[src/rtl/micro_seq_ctrl.sv]
// micro_seq_ctrl: branch/wait/halt/interrupt control in front of a 12-bit microprogram sequencer
module micro_seq_ctrl #(
   parameter logic [11:0] VECTOR_IRQ   = 12'h010,
   parameter logic [11:0] VECTOR_ERR   = 12'h020,
   parameter int          STACK_DEPTH  = 4,
   parameter int          WAIT_TIMEOUT = 255
) (
   input  logic        clock,
   input  logic        reset,
   input  logic [1:0]  i_uop,
   input  logic [2:0]  i_ucond,
   input  logic        i_upol,
   input  logic [11:0] i_uoffset,
   input  logic        i_uwait,
   input  logic        i_mem_ready,
   input  logic [6:0]  i_flags,
   input  logic        i_irq,
   input  logic        i_halt_req,
   input  logic [11:0] i_seq_addr,
   output logic [1:0]  o_seq_op,
   output logic [11:0] o_seq_din,
   output logic        o_exec_en,
   output logic        o_irq_ack,
   output logic        o_halted,
   output logic        o_stack_err,
   output logic        o_timeout,
   output logic [2:0]  o_depth
);
   typedef enum logic {S_RUN, S_HALT} state_t;
   localparam logic [2:0] LP_DEPTH = 3'(STACK_DEPTH);
   localparam logic [7:0] LP_TMO   = 8'(WAIT_TIMEOUT - 1);
   state_t      r_state, w_state_nxt;
   logic [11:0] r_last_addr;
   logic [2:0]  r_depth, w_depth_nxt;
   logic [7:0]  r_wcnt, w_wcnt_nxt;
   logic        r_stack_err, r_timeout, w_serr, w_tmo;
   logic [1:0]  w_op;
   logic [11:0] w_din;
   logic        w_exec, w_ack;
   // Slot 0 of the extended flag vector is the "always true" condition.
   logic [7:0]  w_flags_ext;
   logic        w_cond, w_wait, w_stk;
   logic [11:0] w_vec_err, w_vec_irq;
   assign w_flags_ext = {i_flags, 1'b1};
   assign w_cond      = w_flags_ext[i_ucond] ^ i_upol;
   assign w_wait      = i_uwait & ~i_mem_ready;
   assign w_stk       = w_cond & ((i_uop == 2'd2 & r_depth == LP_DEPTH) | (i_uop == 2'd3 & r_depth == 3'd0));
   // Vectors are absolute targets converted to offsets from the sequencer pc (cur+1).
   assign w_vec_err   = VECTOR_ERR - r_last_addr - 12'd1;
   assign w_vec_irq   = VECTOR_IRQ - r_last_addr - 12'd1;
   // Per-cycle decision: halt hold, stack trap, wait hold/timeout, halt entry, irq, normal op.
   always_comb begin
      w_op        = 2'd0;
      w_din       = 12'd0;
      w_exec      = 1'b1;
      w_ack       = 1'b0;
      w_depth_nxt = r_depth;
      w_wcnt_nxt  = 8'd0;
      w_state_nxt = S_RUN;
      w_serr      = 1'b0;
      w_tmo       = 1'b0;
      if (r_state == S_HALT && i_halt_req) begin
         w_op        = 2'd1;
         w_din       = 12'hFFF;
         w_exec      = 1'b0;
         w_state_nxt = S_HALT;
      end else if (w_stk) begin
         w_op   = 2'd1;
         w_din  = w_vec_err;
         w_serr = 1'b1;
      end else if (w_wait) begin
         w_op       = 2'd1;
         w_exec     = 1'b0;
         w_tmo      = r_wcnt == LP_TMO;
         w_din      = w_tmo ? w_vec_err : 12'hFFF;
         w_wcnt_nxt = w_tmo ? 8'd0 : r_wcnt + 8'd1;
      end else if (i_uop == 2'd0 && i_halt_req) begin
         w_op        = 2'd1;
         w_din       = 12'hFFF;
         w_exec      = 1'b0;
         w_state_nxt = S_HALT;
      end else if (i_uop == 2'd0 && i_irq && r_depth < LP_DEPTH) begin
         w_op        = 2'd2;
         w_din       = w_vec_irq;
         w_ack       = 1'b1;
         w_depth_nxt = r_depth + 3'd1;
      end else if (i_uop != 2'd0 && w_cond) begin
         w_op        = i_uop;
         w_din       = i_uop == 2'd3 ? 12'd0 : i_uoffset;
         w_depth_nxt = i_uop == 2'd2 ? r_depth + 3'd1 : i_uop == 2'd3 ? r_depth - 3'd1 : r_depth;
      end
   end
   // State, stack depth, wait counter and sticky error flags.
   always_ff @(posedge clock or posedge reset) begin
      if (reset) begin
         r_state     <= S_RUN;
         r_last_addr <= 12'd0;
         r_depth     <= 3'd0;
         r_wcnt      <= 8'd0;
         r_stack_err <= 1'b0;
         r_timeout   <= 1'b0;
      end else begin
         r_state     <= w_state_nxt;
         r_last_addr <= i_seq_addr;
         r_depth     <= w_depth_nxt;
         r_wcnt      <= w_wcnt_nxt;
         r_stack_err <= r_stack_err | w_serr;
         r_timeout   <= r_timeout | w_tmo;
      end
   end
   assign o_seq_op    = reset ? 2'd0 : w_op;
   assign o_seq_din   = reset ? 12'd0 : w_din;
   assign o_exec_en   = ~reset & w_exec;
   assign o_irq_ack   = ~reset & w_ack;
   assign o_halted    = r_state == S_HALT;
   assign o_stack_err = r_stack_err;
   assign o_timeout   = r_timeout;
   assign o_depth     = r_depth;
endmodule

[config.mk]
export PLATFORM = sky130hd
export DESIGN_NAME = micro_seq_ctrl
export DESIGN_NICKNAME = d
export VERILOG_FILES = /design/src/rtl/micro_seq_ctrl.sv
export SDC_FILE = /design/constraint.sdc
export NUM_CORES = 1
export LEC_CHECK = 0
export CAP_MARGIN = 20
export CORE_MARGIN = 2
export CORE_UTILIZATION = 40
export DETAILED_ROUTE_END_ITERATION = 10
export PLACE_DENSITY = 0.85
export SETUP_SLACK_MARGIN = 0.4
export SKIP_LAST_GASP = 1
export SYNTH_ARGS = -nofsm -noshare
export SYNTH_HDL_FRONTEND = slang
export SYNTH_SLANG_ARGS = --single-unit
export TNS_END_PERCENT = 20
[constraint.sdc]
create_clock -name clock -period 2.9 [get_ports clock]
set_clock_uncertainty 0.2 [all_clocks]
set_input_delay 0.725 -clock clock [delete_from_list [all_inputs] [get_ports clock]]
set_output_delay 0.725 -clock clock [all_outputs]
set_load 0.005 [all_outputs]
==> reports/qor.csv <==
metric,value,unit
drt_pre_antenna_iters,4,
clkTransAtPathRegs,0.09,ns
worst-setup-path-type,in -> out,
gp_congestion,0.884,
placedInstanceArea,2870,um2
antenna_found_initial,0,
fin_nets,375,
tightest_slew,0.346,ns
place_ws,-1.43,ns
power_density,431,nW/um2
cp_max_fo,4,
met2_length,3.60,mm
ys_top_cells_by_count,"dfrtp_1 (26), nor2_1 (21), xor2_1 (13), a21oi_1 (12), inv_1 (12)",
finalCriticalPeriod,3.52,ns
synth_edf_count,0,
die_area,4990,um2
irDropWorstVdd,0.301,mV
fp.coreArea,4320,um2
io_pins,65,
crit_path_end,o_seq_din[5],
reg2regPathDepth,10,
netlist_top_cells_area,"dfrtp_1 (37%), xor2_1 (6.4%), ha_1 (4.9%), nor2_1 (4.4%), xnor2_1 (4.4%)",
reg2reg_from,o_depth[0],
power.total,1370,uW
fin_area,3190,um2
cts_tree,done,
synth_area,1780,um2
syn_area_per_cell,9.21,um2
seqCellArea,651,um2
fp-row-count,24,
crit_path_end_kind,output port,
synth_ff_type,dfrtp_1,
n_fill_cell,289,
required,1.98,ns
antenna_cells,0,
ys_ff_latch,26,
synth_nets,243,
yosys_warnings,0,
maxSlewHeadroom,0.769,
synth-seq-area-share,0.366,
syn_inst,193,
wl_met1,2.64,mm
grt_pass1_wl,10.6,mm
layout-drive-gt1-share,0.420,
dp_hpwl,4.23,mm
power_leakage,0.00146,uW
async_reset_ff_frac,1.00,
numClockSinks,26,
tns,-8.30,ns
fin_ws,-0.620,ns
synth_most_common_cell,dfrtp_1,
crit_path_start_kind,input pin,
wire_per_inst,18.7,um
clock-root-buffer,clkbuf_8,
via_count,2120,
hp-class,reg -> reg,
slew_viol_final,0,
numPortBuffers,64,
synth_top_cell_by_area,dfrtp_1,
ant_nets,0,
die_x,70.6,um
multiInputGateArea,1280,um2
drv_cap,0,
violations,setup timing,
grt_max_degree,27,
start_util,0.411,
rr_endpoint,r_wcnt[7],
cp.arrival,2.59,ns
routed_wl,7.03,mm
drtIter0Drc,136,
via_per_inst,5.64,
crit_start,i_ucond[1],
setup_viol,16,
hold_buffers,0,
grt_use_total,0.270,
cts-htree-levels,1,
status,"complete, but fails checks",
die_h,70.6,um
grt_pass1_vias,2224,
fmax,284,MHz
synth_top_area_frac,0.366,
syn2layout_area_growth,79.6,%
r2r_slack,0.54,ns
route.detailed.drc,0,
cts_buffers,3,
hold_viol_final,0,
clk_latency,0.27,ns
clock_path_buffers,2,
rsz0062_at_grt,yes,
fin_crit_sh,1.21,
dr_wl_met3,403,um
grt-ovfl-total,0,
routed.top_layer,met4,
ys_types,42,
==> kinds of logic after synthesis <==
group,after synthesis,share of synthesized area
AOI/OAI and AO/OA,45,0.177
adders and majority gates,7,0.0493
buffers and inverters,18,0.0430
muxes,5,0.0282
and+or+nand+nor,69,0.218
DFF,26,0.366
xor gates and xnor gates,23,0.118
==> metrics by stage <==
step / cells / hold slack (ns) / utilization
final: 376 / 0.319 / 0.738
after detailed placement: 355 / 0.269 / 0.664
after floorplan: 193 / 0.266 / -
after global routing: 376 / 0.337 / 0.738
after global placement: 355 / 0.276 / 0.664
after CTS: 373 / 0.315 / 0.727
==> power by group <==
part / total [uW] / internal, uW / leakage [uW] / switching (uW)
Sequential: 431 / 403 / 0.000322 / 28.3
Clock: 237 / 121 / 0.0000288 / 116
Combinational: 706 / 389 / 0.00111 / 317
Total: 1370 / 913 / 0.00146 / 461
==> repair_timing <==
action                                  4_1_cts  5_1_grt
pin swaps                                    23       10
endpoints found under the setup margin       28       25
gates resized for setup                     129       28
buffers inserted                             14        3
==> placed cells by master, fill, tap and decap left out, types with 2 or more instances in the layout <==
| cell | count |
|---|---|
| buf_4 | 61 |
| clkdlybuf4s50_1 | 35 |
| dfrtp_1 | 26 |
| buf_2 | 20 |
| nor2_1 | 19 |
| inv_1 | 12 |
| xor2_1 | 12 |
| xnor2_1 | 9 |
| nand2_1 | 7 |
| a21oi_1 | 7 |
| ha_1 | 7 |
| nand3_1 | 6 |
| buf_6 | 6 |
| and4b_1 | 5 |
| nor3_1 | 5 |
| a311oi_2 | 5 |
| a211oi_2 | 4 |
| a21oi_2 | 4 |
| o22ai_1 | 4 |
| clkbuf_8 | 4 |
| dlygate4sd2_1 | 4 |
| nand4_1 | 3 |
| mux2i_4 | 3 |
| nor3_4 | 3 |
| o21ai_1 | 3 |
| o31ai_1 | 3 |
| buf_8 | 3 |
| nand2b_1 | 2 |
| and3_1 | 2 |
| nor2_4 | 2 |
| nor3b_1 | 2 |
| o31ai_2 | 2 |
| a211oi_1 | 2 |
| mux2i_1 | 2 |
| clkbuf_2 | 2 |
==> critical path: stages <==
cell and delay [ns]:
buf_8 0.10, mux2i_4 0.18, a211oi_4 0.37, nor3_4 0.10
buf_6 0.14, o31ai_2 0.27, buf_4 0.16, buf_4 0.13
o21ai_2 0.07, a21oi_2 0.19, buf_2 0.15
==> worst min path at each step <==
stage                          from   endpoint  slack, ns  cells after the start
final                     o_timeout  o_timeout       0.32                      1
after global routing      o_timeout  o_timeout       0.34                      1
after CTS                 o_timeout  o_timeout       0.32                      1
after detailed placement  o_timeout  o_timeout       0.27                      1
after global placement    o_timeout  o_timeout       0.28                      1
after floorplan           o_timeout  o_timeout       0.27                      1
==> routing by layer <==
layer,track usage,vias to the layer above
met5,0,-
met4,0.151,0
met3,0.0399,41
met2,0.487,105
met1,0.305,1017
li1,-,957
==> state kept, by name, indices dropped and copies added, names as in the netlist <==
signal       cells
r_last_addr     12
o_stack_err      1
o_halted         1
o_depth          3
r_wcnt           8
o_timeout        1
==> final cells by class <==
type,instances,share of cell area
multi-input cells,149,0.400
repair buffers,133,0.344
flip-flops and latches,26,0.204
well taps,52,0.0204
clock buffers,4,0.0173
inverters,12,0.0141
(Power assumes the default switching activity.)
